--- config.mk ---
export PLATFORM = sky130hd
export DESIGN_NAME = rc4_ctrl
export DESIGN_NICKNAME = d
export VERILOG_FILES = /design/src/rtl/rc4_pkg.sv /design/src/rtl/rc4_key_regs.sv /design/src/rtl/rc4_ctrl.sv
export SDC_FILE = /design/constraint.sdc
export NUM_CORES = 1
export LEC_CHECK = 0
export CAP_MARGIN = 20
export CORE_MARGIN = 4
export CORE_UTILIZATION = 63
export DETAILED_ROUTE_END_ITERATION = 16
export HOLD_SLACK_MARGIN = 0.15
export PLACE_DENSITY = 0.86
export RECOVER_POWER = 100
export SYNTH_ARGS = -nofsm -noshare
export SYNTH_HDL_FRONTEND = slang
export SYNTH_HIERARCHICAL = 1
export SYNTH_SLANG_ARGS = --single-unit
--- constraint.sdc ---
create_clock -name clk -period 6.7 [get_ports clk]
set_clock_uncertainty 0.05 [all_clocks]
set_input_delay 1.005 -clock clk [delete_from_list [all_inputs] [get_ports clk]]
set_output_delay 1.005 -clock clk [all_outputs]
set_load 0.005 [all_outputs]
--- src/rtl/rc4_pkg.sv ---
// Shared types and constants for the RC4 sequencing controller.
package rc4_pkg;

    typedef logic [7:0] byte_t;

    localparam int INIT_CYCLES = 128;
    localparam int SBOX_SIZE   = 256;

    typedef enum logic [2:0] {
        IDLE,
        INIT,
        KSA_RD,
        KSA_SW,
        PG_RD,
        PG_SW,
        PG_OUT,
        PG_VALID
    } state_t;

endpackage

--- src/rtl/rc4_key_regs.sv ---
// Key register file with effective-length clamp and a wrapping key index
// that walks 0..L-1 during key scheduling.
module rc4_key_regs
    import rc4_pkg::*;
#(
    parameter int KEY_BYTES = 16
) (
    input  logic                         clk,
    input  logic                         rst_n,
    input  logic                         we,
    input  logic [$clog2(KEY_BYTES)-1:0] widx,
    input  logic [7:0]                   wdata,
    input  logic [7:0]                   key_len,
    input  logic                         kidx_clr,
    input  logic                         kidx_adv,
    output logic [7:0]                   key_byte
);

    localparam int IW = $clog2(KEY_BYTES);

    byte_t         key_q [KEY_BYTES];
    logic [IW-1:0] kidx_q;
    logic [8:0]    eff_len;
    logic          kidx_last;

    // A zero or oversized length selects the full register file.
    always_comb begin
        eff_len = {1'b0, key_len};
        if (key_len == 8'd0 || {1'b0, key_len} > 9'(KEY_BYTES)) begin
            eff_len = 9'(KEY_BYTES);
        end
    end

    assign kidx_last = ({{(9 - IW){1'b0}}, kidx_q} == eff_len - 9'd1);
    assign key_byte  = key_q[kidx_q];

    always_ff @(posedge clk) begin
        if (!rst_n) begin
            for (int k = 0; k < KEY_BYTES; k++) begin
                key_q[k] <= '0;
            end
        end else if (we && int'(widx) < KEY_BYTES) begin
            key_q[widx] <= wdata;
        end
    end

    always_ff @(posedge clk) begin
        if (!rst_n || kidx_clr) begin
            kidx_q <= '0;
        end else if (kidx_adv) begin
            kidx_q <= kidx_last ? '0 : kidx_q + IW'(1);
        end
    end

endmodule

--- src/rtl/rc4_ctrl.sv ---
// RC4 sequencer: fills the state RAM, runs key scheduling, then streams
// keystream bytes over a valid/ready handshake.
module rc4_ctrl
    import rc4_pkg::*;
#(
    parameter int KEY_BYTES = 16
) (
    input  logic                         clk,
    input  logic                         rst_n,
    input  logic                         key_we,
    input  logic [$clog2(KEY_BYTES)-1:0] key_idx,
    input  logic [7:0]                   key_data,
    input  logic [7:0]                   key_len,
    input  logic                         start,
    input  logic                         stop,
    output logic                         busy,
    output logic [7:0]                   ks_data,
    output logic                         ks_valid,
    input  logic                         ks_ready,
    output logic                         ram_wen,
    output logic [7:0]                   ram_raddr_1,
    output logic [7:0]                   ram_waddr_2,
    output logic [7:0]                   ram_wdata_2,
    output logic [7:0]                   ram_addr_3,
    output logic [7:0]                   ram_wdata_3,
    input  logic [7:0]                   ram_rdata_1,
    input  logic [7:0]                   ram_rdata_3
);

    state_t     state_q, state_d;
    byte_t      i_q, j_q, si_q, t_q, ks_data_q;
    logic [6:0] c_q;
    logic       ks_valid_q;
    logic       kidx_clr, kidx_adv;
    byte_t      key_byte;

    localparam logic [6:0] C_LAST = 7'(INIT_CYCLES - 1);
    localparam byte_t      I_LAST = 8'(SBOX_SIZE - 1);

    rc4_key_regs #(.KEY_BYTES(KEY_BYTES)) u_key_regs (
        .clk      (clk),
        .rst_n    (rst_n),
        .we       (key_we && state_q == IDLE),
        .widx     (key_idx),
        .wdata    (key_data),
        .key_len  (key_len),
        .kidx_clr (kidx_clr),
        .kidx_adv (kidx_adv),
        .key_byte (key_byte)
    );

    always_ff @(posedge clk) begin
        if (!rst_n) begin
            state_q <= IDLE;
        end else begin
            state_q <= state_d;
        end
    end

    always_comb begin
        state_d     = state_q;
        ram_wen     = 1'b0;
        ram_raddr_1 = '0;
        ram_waddr_2 = '0;
        ram_wdata_2 = '0;
        ram_addr_3  = '0;
        ram_wdata_3 = '0;
        kidx_clr    = 1'b0;
        kidx_adv    = 1'b0;
        case (state_q)
            IDLE: begin
                if (start) state_d = INIT;
            end
            INIT: begin
                // Two identity entries per cycle: even via port 2, odd via port 3.
                ram_wen     = 1'b1;
                ram_waddr_2 = {c_q, 1'b0};
                ram_wdata_2 = {c_q, 1'b0};
                ram_addr_3  = {c_q, 1'b1};
                ram_wdata_3 = {c_q, 1'b1};
                if (c_q == C_LAST) begin
                    state_d  = KSA_RD;
                    kidx_clr = 1'b1;
                end
            end
            KSA_RD: begin
                ram_addr_3 = i_q;
                state_d    = KSA_SW;
            end
            KSA_SW: begin
                ram_raddr_1 = j_q;
                ram_wen     = 1'b1;
                ram_waddr_2 = i_q;
                ram_wdata_2 = ram_rdata_1;
                ram_addr_3  = j_q;
                ram_wdata_3 = si_q;
                kidx_adv    = 1'b1;
                state_d     = (i_q == I_LAST) ? PG_RD : KSA_RD;
            end
            PG_RD: begin
                ram_addr_3 = i_q + 8'd1;
                state_d    = PG_SW;
            end
            PG_SW: begin
                ram_raddr_1 = j_q;
                ram_wen     = 1'b1;
                ram_waddr_2 = i_q;
                ram_wdata_2 = ram_rdata_1;
                ram_addr_3  = j_q;
                ram_wdata_3 = si_q;
                state_d     = PG_OUT;
            end
            PG_OUT: begin
                // Read after the swap has committed.
                ram_raddr_1 = t_q;
                state_d     = PG_VALID;
            end
            PG_VALID: begin
                if (ks_ready) state_d = PG_RD;
            end
            default: state_d = IDLE;
        endcase
        if (stop) state_d = IDLE;
    end

    always_ff @(posedge clk) begin
        if (!rst_n) begin
            i_q        <= '0;
            j_q        <= '0;
            si_q       <= '0;
            t_q        <= '0;
            c_q        <= '0;
            ks_data_q  <= '0;
            ks_valid_q <= 1'b0;
        end else begin
            case (state_q)
                IDLE: begin
                    if (start && !stop) begin
                        i_q <= '0;
                        c_q <= '0;
                    end
                end
                INIT: begin
                    c_q <= c_q + 7'd1;
                    if (c_q == C_LAST) begin
                        i_q <= '0;
                        j_q <= '0;
                    end
                end
                KSA_RD: begin
                    si_q <= ram_rdata_3;
                    j_q  <= j_q + ram_rdata_3 + key_byte;
                end
                KSA_SW: begin
                    i_q <= i_q + 8'd1;
                    if (i_q == I_LAST) j_q <= '0;
                end
                PG_RD: begin
                    i_q  <= i_q + 8'd1;
                    si_q <= ram_rdata_3;
                    j_q  <= j_q + ram_rdata_3;
                end
                PG_SW: begin
                    t_q <= si_q + ram_rdata_1;
                end
                PG_OUT: begin
                    ks_data_q  <= ram_rdata_1;
                    ks_valid_q <= 1'b1;
                end
                PG_VALID: begin
                    if (ks_ready) ks_valid_q <= 1'b0;
                end
                default: ;
            endcase
            if (stop) ks_valid_q <= 1'b0;
        end
    end

    assign busy     = (state_q != IDLE);
    assign ks_data  = ks_data_q;
    assign ks_valid = ks_valid_q;

endmodule
==> out/results.ini <==
[grt]
grt_pass1_vias=7345
grt_pass1_wl_um=41300
grt_max_degree=43
grt_overflow=0
grt_antenna_before_repair=0
grt.total_usage=0.301

[timing]
maxSlewHeadroom=-0.323
final_max_slew_viol_count=43
fmax_mhz=192
fin_crit_sh=0.778
post-route-min-period_ns=5.21
finalSetupViolCount=0
hold_viol=0
tightest_slew_ns=1.98
rsz0062_at_grt=no
fin_setup_tns_ns=0

[synth]
synth_edf_count=128
synthTopCellsByArea=edfxtp_1 (38%), dfxtp_1 (12%), mux4_2 (9.0%)
yosys_warnings=6
netlist_area_mm2=0.0100
synthCells=902
synth_most_common_cell=and2_1
ys_types=65
netlist.area_leader.share=0.384
yosysTopAreaCell=edfxtp_1
synth_nets=972
avgSynthCellArea_um2=11.1
synth-main-ff-cell=edfxtp_1
synth_seq_cells=187
synth_common_cells=and2_1 (131), edfxtp_1 (128), nand2_1 (81)
ys_seq_area_frac=0.502
synthArstFlopShare=0

[cts]
cts_hold_buf=0
h-tree-depth=4
cts_resized=0
clk_latency_ns=0.44
cts_made_buffers=17
clock_path_buffers=2
cts_tree=yes
clkSinkCount=187
postCtsSetupRepairBufs=0
clock-root-buffer=clkbuf_16
clkTransAtPathRegs_ns=0.07

[worst_setup_path]
ff2ff_path_depth=10
critical_path.max_fanout=22
start_kind=register
cp.depth=6
cp.buffers_inverters=3
crit_path_end_kind=output pin
path_delay_family=buffers and inverters
cpMostUsedCell=nand2_1
criticalPathCategory=reg -> out
worstSetupStartpoint=state_q[0]$_SDFFE_PP0P_
path_cells=inv_1, nor3_1, clkbuf_1, nand2_1, nand2_1, dlygate4sd3_1
worst_ep_required_time_ns=5.64
crit_arrival_ns=4.16
cp_slowest_cell=clkbuf_1
max_stage_delay_ns=0.84

[placed_design]
place.gp.congestion=0.966
io_buffers=92
hpwlAfterDp_um=18100
placed_cell_area_mm2=0.0111

[floorplan]
io_pins=93
die_h_um=134
rows=45
dieArea_mm2=0.0180
die_w_um=134
coreArea_mm2=0.0154
initial_core_util=0.651

[routing]
num_vias=7776
drtIter0Drc=1123
drc=0
wl_per_cell_um=21.9
first_pass_iters=5
routed_wl_um=26500
ant_nets=0
viasPerCell=6.43

[worst_hold_path]
whs_path_depth=2
min-delay-start=ks_data[3]$_SDFFE_PN0P_
min_path_type=reg -> reg

[job]
drv_cap=1

[status]
status=finished with violations
violations=max-capacitance violations, max-slew violations

[power_and_ir_drop]
p_per_area_mw_per_mm2=212
peakVddDrop_uv=245
p_leak_nw=4.23

[cells_and_area]
fill_cells=968
areaGrowthSynthToFinish_pct=16.4
drive_gt1_frac=0.0872
fin_area_mm2=0.0116
fin_nets=1055
diodes=0

==> sequential cells by signal (all words and copies together) (netlist names), named ones only <==
| signal | flops |
|---|---|
| j_q | 8 |
| c_q | 7 |
| i_q | 8 |
| ks_valid | 1 |
| u_key_regs/key_q | 128 |
| t_q | 8 |
| u_key_regs/kidx_q | 4 |
| ks_data | 8 |
| si_q | 8 |
| state_q | 3 |
==> path summary, 6_finish.rpt <==
path,endpoint,slack (ns)
hold / removal,ks_data[3]$_SDFFE_PN0P_,0.41
setup reg to reg,j_q[6]$_SDFFE_PN0P_,2.21
hold reg to reg,ks_data[3]$_SDFFE_PN0P_,0.41
setup / recovery,ram_wdata_3[7],1.49
==> layout by cell type, fill, tap and decap left out, types with 6 or more instances in the layout <==
cell type and instances:
a31oi_1 7, nand3b_1 6, a22oi_1 10, xnor2_1 15, a22o_1 26, or3_1 8
nor3_1 20, clkbuf_16 17, mux4_2 40, xor2_1 12, nand2_1 81, and2_1 34
and2_0 97, a21oi_1 61, ha_1 25, edfxtp_1 128, nor2_1 61, nand3_1 18
o21ai_0 42, nand2b_1 9, clkdlybuf4s50_1 44, dfxtp_1 59, dlygate4sd3_1 48, clkbuf_1 20
inv_1 18
==> area by class of cell <==
| cell class | count | area (um2) | area share |
|---|---|---|---|
| sequential | 187 | 5020 | 0.432 |
| multi-input combinational | 646 | 4660 | 0.401 |
| timing repair buffer | 113 | 1010 | 0.0865 |
| clock buffer | 18 | 429 | 0.0369 |
| tap | 211 | 264 | 0.0227 |
| clock inverter | 14 | 176 | 0.0152 |
| inverter | 20 | 75.1 | 0.00645 |
==> worst min-delay path, delay by kind of cell, from the launching register on <==
family           cells  cell delay (ns)
AO/OA/AOI/OAI        1             0.05
flip-flops           1             0.31
AND/OR/NAND/NOR      1             0.05
==> metrics by stage <==
step | worst slack (ns) | hold WS [ns] | utilization | power, mW | instances
floorplan | 3.29 | 0.382 | - | 1.38 | 902
global placement | 2.71 | 0.393 | 0.720 | 1.45 | 1169
detailed placement | 2.63 | 0.400 | 0.721 | 1.45 | 1171
CTS | 2.14 | 0.410 | 0.760 | 2.47 | 1203
global route | 1.32 | 0.424 | 0.757 | 2.54 | 1209
finish | 1.49 | 0.406 | 0.757 | 2.46 | 1209
==> where the power goes <==
part	switching (mW)	internal, mW
registers	0.0118	1.26
logic	0.0957	0.0616
clock network	0.467	0.567
total	0.575	1.89
==> logic make-up after synthesis <==
family          count (synthesis)  synth area share
flops                         187             0.502
xor+xnor                       27            0.0236
buf+inv                        69            0.0292
fa+ha+maj                      29            0.0383
mux                            45            0.0956
compound gates                181             0.118
simple gates                  364             0.192
==> layer usage <==
layer  part of all wire  GRT usage
met1               0.40      0.421
met2               0.48      0.471
met3               0.10     0.0728
met4              0.023     0.0989
met5                  0          0
Power figures use the tool's default switching activity.
